<file path="src/rtl/mul_iter.sv">
// Iterative radix-2 shift-add multiplier, 32x32 -> 64, signed or unsigned.
// One partial product per cycle; the product is held until it is consumed.
module mul_iter (
    input  logic        clk,
    input  logic        resetn,
    input  logic        mul_valid,
    output logic        mul_ready,
    input  logic        mul_signed,
    input  logic [31:0] multiplicand,
    input  logic [31:0] multiplier,
    input  logic        cancel,
    output logic [63:0] result,
    output logic        complete,
    input  logic        result_ready
);

    typedef enum logic [1:0] {IDLE, CALC, DONE} state_t;

    state_t      state;
    state_t      state_nx;
    logic [31:0] a_abs;
    logic [31:0] b_sh;
    logic [31:0] hi;
    logic [31:0] lo;
    logic        neg;
    logic [5:0]  cnt;
    logic        accept;
    logic        last;
    logic [32:0] sum;
    logic [31:0] op_a;
    logic [31:0] op_b;
    logic [63:0] prod;

    assign mul_ready = (state == IDLE);
    assign complete  = (state == DONE);
    assign accept    = mul_valid & mul_ready & ~cancel;
    assign last      = (cnt == 6'd32);

    // 0x80000000 negates to itself and is then read as unsigned 2^31
    assign op_a = (mul_signed & multiplicand[31]) ? -multiplicand : multiplicand;
    assign op_b = (mul_signed & multiplier[31])   ? -multiplier   : multiplier;

    assign sum  = {1'b0, hi} + (b_sh[0] ? {1'b0, a_abs} : 33'd0);
    assign prod = neg ? -{hi, lo} : {hi, lo};

    always_ff @(posedge clk or negedge resetn) begin
        if (!resetn) state <= IDLE;
        else         state <= state_nx;
    end

    always_comb begin
        state_nx = state;
        case (state)
            IDLE:    if (accept)       state_nx = CALC;
            CALC:    if (last)         state_nx = DONE;
            DONE:    if (result_ready) state_nx = IDLE;
            default:                   state_nx = IDLE;
        endcase
        if (cancel) state_nx = IDLE;
    end

    always_ff @(posedge clk or negedge resetn) begin
        if (!resetn) begin
            a_abs  <= 32'd0;
            b_sh   <= 32'd0;
            hi     <= 32'd0;
            lo     <= 32'd0;
            neg    <= 1'b0;
            cnt    <= 6'd0;
            result <= 64'd0;
        end else if (cancel) begin
            cnt <= 6'd0;
        end else if (accept) begin
            a_abs <= op_a;
            b_sh  <= op_b;
            neg   <= mul_signed & (multiplicand[31] ^ multiplier[31]);
            hi    <= 32'd0;
            lo    <= 32'd0;
            cnt   <= 6'd0;
        end else if (state == CALC) begin
            if (!last) begin
                hi   <= sum[32:1];
                lo   <= {sum[0], lo[31:1]};
                b_sh <= {1'b0, b_sh[31:1]};
                cnt  <= cnt + 6'd1;
            end else begin
                result <= prod;
            end
        end
    end

endmodule

</file>
<file path="config.mk">
export PLATFORM = sky130hd
export DESIGN_NAME = mul_iter
export DESIGN_NICKNAME = d
export VERILOG_FILES = /design/src/rtl/mul_iter.sv
export SDC_FILE = /design/constraint.sdc
export NUM_CORES = 1
export LEC_CHECK = 0
export CAP_MARGIN = 10
export CELL_PAD_IN_SITES_DETAIL_PLACEMENT = 0
export CELL_PAD_IN_SITES_GLOBAL_PLACEMENT = 2
export CORE_MARGIN = 3
export CORE_UTILIZATION = 36
export CTS_BUF_LIST = sky130_fd_sc_hd__clkbuf_2 sky130_fd_sc_hd__clkbuf_4 sky130_fd_sc_hd__clkbuf_8
export DETAILED_ROUTE_END_ITERATION = 8
export PLACE_DENSITY = 0.83
export SLEW_MARGIN = 20
export SYNTH_ARGS = -nofsm -noshare
export SYNTH_HDL_FRONTEND = slang
export SYNTH_SLANG_ARGS = --single-unit
</file>
<file path="constraint.sdc">
create_clock -name clk -period 4.1 [get_ports clk]
set_input_delay 0.82 -clock clk [delete_from_list [all_inputs] [get_ports clk]]
set_output_delay 0.82 -clock clk [all_outputs]
set_load 0.02 [all_outputs]
</file>
==> impl_metrics.ini, run 1 <==
[outcome]
status = completed

[placement]
port_buffers = 135
gp_congestion = 0.854
hpwl_um = 23100

[drt]
drt-wirelength-per-cell_um = 16.0
ant_nets = 0
drtIter0Drc = 532
firstDrtPassIters = 5
drc = 0
routed_wl_um = 31800
drt-vias-per-instance = 5.18
vias = 10302

[global_routing]
first_global_vias = 10101
grt_pass1_wl_um = 53200
grt.overflow.total = 0
grt_max_degree = 129
grt_usage = 0.178
antenna_found_initial = 0

[clock_network]
h-tree-depth = 2
cts.sinks = 201
postCtsResizedCells = 0
cts_setup_buffers = 0
ctsLongestPathBuffers = 3
cts_tree = built
insertion_delay_ns = 0.54
root_buffer = clkbuf_8
cts_buffers = 40
clk_pin_slew_ns = 0.06
holdBufCountCts = 0

[synth]
synth_area_mm2 = 0.0122
ys_top_cells_by_area = dfrtp_1 41%, o21ai_0 7.3%, xor2_1 7.1%
synthTopCellsByCount = 220 x nand2_1, 201 x dfrtp_1, 178 x o21ai_0
synth_warnings = 0
synth_xor_area_frac = 0.105
synth.most_common_cell = nand2_1
synth_compound_gate_area_share = 0.201
syn_nets = 1520
synth_cells = 1412
synth.area.mux_share = 0.000820
synth_seq_cells = 201
syn_area_per_cell_um2 = 8.65
synth_ff_type = dfrtp_1
synth_edf_count = 0
synth_sequential_area_ratio = 0.412
synthArstFlopShare = 1.00
synth_top_family_by_area = simple AND/OR/NAND/NOR gates
synth_simple_gate_area_frac = 0.205
synth_area_leader_cell = dfrtp_1
synth_top_area_share = 0.412
synth_fa_ha_area_frac = 0.0396
yosysUniqueCellTypes = 65

[pwr]
ir_drop_v = 0.000199
p_leak_nw = 6.32
powerDensity_mw_per_mm2 = 439
power_mw = 6.48

[layout]
final_nets = 1630
drive_gt1_frac = 0.0737
n_antenna_cell = 0
fillerInstances = 3264
area_delta_synth_final_pct = 20.9

[sta]
rsz0062_at_grt = false
final.setup.tns_ns = 0
finalHoldViolCount = 0
drv_slew = 0
tightest_slew_ns = 0.713
finalClockSkew_ns = 0.0206
fin_crit_ns = 3.29
period_share = 0.802
setup_violations = 0
slew-limit-headroom = 0.525
fmax_ghz = 0.304

[floorplanning]
io_pins = 136
coreArea_mm2 = 0.0329
die_x_um = 190
num_rows = 66
die-height_um = 190
start_util = 0.371
die_area_mm2 = 0.0362

[critical_path]
rr_worst_depth = 10
cp_max_fo = 18
arrival_ns = 3.71
worstSetupEndpointType = flip-flop
cp-start-kind = flip-flop
worstSetupPathType = flip-flop to flip-flop
r2r_setup_slack_ns = 0.81
r2r_start = b_sh[0]
r2r_end = hi[29]
cp.required_ns = 4.52

[job]
drv_cap = 0

[min_path]
hold_path.class = input pin to async pin
where the power goes:
part / switching (mW) / internal, mW / leakage (nW) / total (mW)
clock network: 0.860 / 1.25 / 0.441 / 2.11
registers: 0.324 / 2.25 / 2.69 / 2.57
logic: 1.03 / 0.768 / 3.19 / 1.80
routing by layer:
metal	wire length, um	track usage	part of all wire
met5	0	0	0
met1	16500	0.267	0.52
met2	13600	0.270	0.43
met3	1220	0.0265	0.038
met4	588	0.0409	0.018
cell usage in the layout, fill, tap and decap left out, drive strengths merged, types with 47 or more instances in the layout:
cell,count
nand2,220
dfrtp,201
o21ai,198
clkdlybuf4s50,134
nor2,66
xnor2,47
nand3,72
clkbuf,64
a21oi,58
xor2,99
flip-flops by register name, indices dropped and copies added, names as in the netlist:
name and cells:
hi 32, cnt 6, a_abs 32, b_sh 32, neg 1, state 2, lo 32, result 64
cell type report:
cell class / instances / area (um^2) / share of cell area
Tap cell: 442 / 553 / 0.0375
Sequential cell: 201 / 5030 / 0.341
Inverter: 21 / 78.8 / 0.00534
Timing Repair Buffer: 153 / 1520 / 0.103
Clock inverter: 4 / 48.8 / 0.00331
Multi-Input combinational cell: 1105 / 6760 / 0.458
Clock buffer: 63 / 773 / 0.0524
worst max-delay path, stage by stage, from the launching register on:
cell	delay, ns
dfrtp_1	0.57
buf_4	0.24
and2_1	0.23
ha_1	0.30
nor2b_1	0.17
o31ai_1	0.43
a2111o_1	0.24
and3_1	0.19
nor3_1	0.08
or4_1	0.47
a32o_1	0.25
cell families (layout without fill, tap and decap cells):
| family | count (synthesis) | count (layout) |
|---|---|---|
| AND/OR/NAND/NOR | 521 | 521 |
| AO/OA/AOI/OAI | 399 | 399 |
| flip-flops | 201 | 201 |
| XOR/XNOR | 146 | 146 |
| buffers and inverters | 106 | 241 |
| adder cells (fa/ha/maj) | 38 | 38 |
| multiplexers | 1 | 1 |
metrics by stage:
step                      setup slack [ns]  hold slack [ns]  instance area, um^2  std cells  utilization
after floorplan                       1.11            0.438                12200       1412            -
after global placement               0.489            0.455                13900       1922        0.423
after detailed placement             0.448            0.463                13900       1922        0.423
after CTS                            0.791            0.341                14700       1989        0.448
after global routing                 0.516            0.373                14800       1989        0.448
final                                0.811            0.321                14800       1989        0.448
worst max-delay path by stage:
stage	to	from	cells past startpoint
2_1_floorplan	a_abs[29]	multiplicand[12]	7
3_3_place_gp	a_abs[29]	multiplicand[12]	8
3_5_place_dp	a_abs[29]	multiplicand[12]	8
4_1_cts	hi[29]	b_sh[0]	10
5_1_grt	hi[29]	b_sh[0]	10
6_report	hi[29]	b_sh[0]	10
Note: power is estimated with default switching activity, not from simulation.
==> run 2, diff against run 1 <==
--- a/config.mk
+++ b/config.mk
@@ -9,10 +9,10 @@
 export CELL_PAD_IN_SITES_DETAIL_PLACEMENT = 0
 export CELL_PAD_IN_SITES_GLOBAL_PLACEMENT = 2
 export CORE_MARGIN = 3
-export CORE_UTILIZATION = 36
+export CORE_UTILIZATION = 32
 export CTS_BUF_LIST = sky130_fd_sc_hd__clkbuf_2 sky130_fd_sc_hd__clkbuf_4 sky130_fd_sc_hd__clkbuf_8
 export DETAILED_ROUTE_END_ITERATION = 8
-export PLACE_DENSITY = 0.83
+export PLACE_DENSITY = 0.78
 export SLEW_MARGIN = 20
 export SYNTH_ARGS = -nofsm -noshare
 export SYNTH_HDL_FRONTEND = slang
==> constraint.sdc (replaced) <==
create_clock -name clk -period 2.85 [get_ports clk]
set_input_delay 0.57 -clock clk [delete_from_list [all_inputs] [get_ports clk]]
set_output_delay 0.57 -clock clk [all_outputs]
set_load 0.02 [all_outputs]
==> impl_metrics.ini, run 2 (synthesis results as in run 1) <==
[outcome]
status = completed

[layout]
largest_register = result
drive_gt1_frac = 0.187
final_cells = 2198
largest_reg_flops = 64
mostFrequentLayoutCells = 218 x nand2_1, 199 x dfrtp_1, 171 x o21ai_0
final_area_mm2 = 0.0164
final_nets = 1774
n_antenna_cell = 0
final_common_cell = nand2_1
area_delta_synth_final_pct = 34.7

[global_routing]
grt_max_degree = 129
antenna_found_initial = 0
grt_pass1_wl_um = 57600
grt.overflow.total = 0
first_global_vias = 10832
grt_usage = 0.170

[drt]
routed_wl_um = 34900
drt-vias-per-instance = 4.95
drt-wirelength-per-cell_um = 15.9
drc = 0
drtIter0Drc = 502
vias = 10876
ant_nets = 0
firstDrtPassIters = 5

[floorplanning]
num_rows = 70
start_util = 0.329
io_pins = 136
die_x_um = 201
die_area_mm2 = 0.0405
coreArea_mm2 = 0.0371
die-height_um = 201

[critical_path]
critPathMaxStageDelay_ns = 0.53
cp.required_ns = 3.25
critPathBufInv = 0
cp.depth = 7
rr_worst_depth = 7
path_cells = or4_4 > or4_4 > or3_4 > or3_4 > o31ai_2 > xor2_1 > o21ai_1
crit_family = simple AND/OR/NAND/NOR gates
cpMaxStageDelayCell = or4_4
worstSetupEndpointType = flip-flop
r2r_end = result[57]
cp-start-kind = flip-flop
r2r_start = hi[9]
cp_max_fo = 5
worstSetupPathType = flip-flop to flip-flop
arrival_ns = 3.21
r2r_setup_slack_ns = 0.04

[placement]
hpwl_um = 26200
gp_congestion = 0.891
dp_cells = 2126
place_ws_ns = -0.444
dpl-instance-area_mm2 = 0.0152
port_buffers = 135

[clock_network]
root_buffer = clkbuf_8
cts.sinks = 201
clk_pin_slew_ns = 0.06
insertion_delay_ns = 0.55
holdBufCountCts = 0
cts_tree = built
h-tree-depth = 2
cts_buffers = 40
ctsLongestPathBuffers = 3

[sta]
slew-limit-headroom = 0.563
period_share = 0.985
drv_slew = 0
fmax_ghz = 0.356
finalClockSkew_ns = 0.0260
tightest_slew_ns = 0.649
worst_slack_ns = 0.0421
rsz0062_at_grt = true
fin_crit_ns = 2.81
finalHoldViolCount = 0
setup_violations = 0

[min_path]
hold_path.class = input pin to async pin

[pwr]
power_frac_seq = 0.347
swShare = 0.344
intPower_mw = 6.79
ir_drop_v = 0.000265
powerDensity_mw_per_mm2 = 630
p_leak_nw = 7.15
clkPwrFrac = 0.303
p_comb_frac = 0.350
switchingPower_mw = 3.56

[job]
drv_cap = 0
[run 2: layer usage]
layer / GRT usage / part of all wire
met1: 0.246 / 0.49
met4: 0.0391 / 0.018
met2: 0.269 / 0.45
met5: 0 / 0
met3: 0.0248 / 0.040
[run 2: worst max path at each step]
stage / startpoint / endpoint
after floorplan: b_sh[0] / hi[29]
after global placement: multiplicand[12] / a_abs[25]
after detailed placement: multiplicand[12] / a_abs[25]
after CTS: hi[9] / result[53]
after global routing: b_sh[0] / hi[28]
final: hi[9] / result[57]
[run 2: power groups by stage]
stage | Clock [mW] | Combinational, mW | Sequential [mW]
floorplan | 0 | 2.01 | 3.54
global placement | 0 | 3.24 | 3.62
detailed placement | 0 | 3.28 | 3.63
CTS | 3.25 | 3.36 | 3.58
global route | 3.36 | 4.01 | 3.65
finish | 3.13 | 3.62 | 3.60
[run 2: timing repair]
item                                    4_1_cts  5_1_grt
resized for setup                            18       58
setup buffers                                 0        1
pin swaps                                     3       18
gates cloned                                  0        1
endpoints found under the setup margin       17       30
[run 2: per-stage QoR]
step	setup TNS (ns)	hold WS (ns)	power [mW]	util
final	0	0.0234	10.3	0.443
after global routing	-0.292	0.0480	11.0	0.443
after CTS	0	0.0306	10.2	0.434
after detailed placement	-3.71	0.465	6.91	0.409
after global placement	-2.94	0.458	6.86	0.409
after floorplan	0	0.274	5.56	-
[run 2: layout make-up]
cell class | instances | area [um^2]
Timing Repair Buffer | 296 | 2690
Sequential cell | 201 | 5030
Clock inverter | 5 | 61.3
Fill cell | 3752 | 20700
Tap cell | 504 | 631
Clock buffer | 65 | 801
Inverter | 21 | 78.8
Multi-Input combinational cell | 1106 | 7140
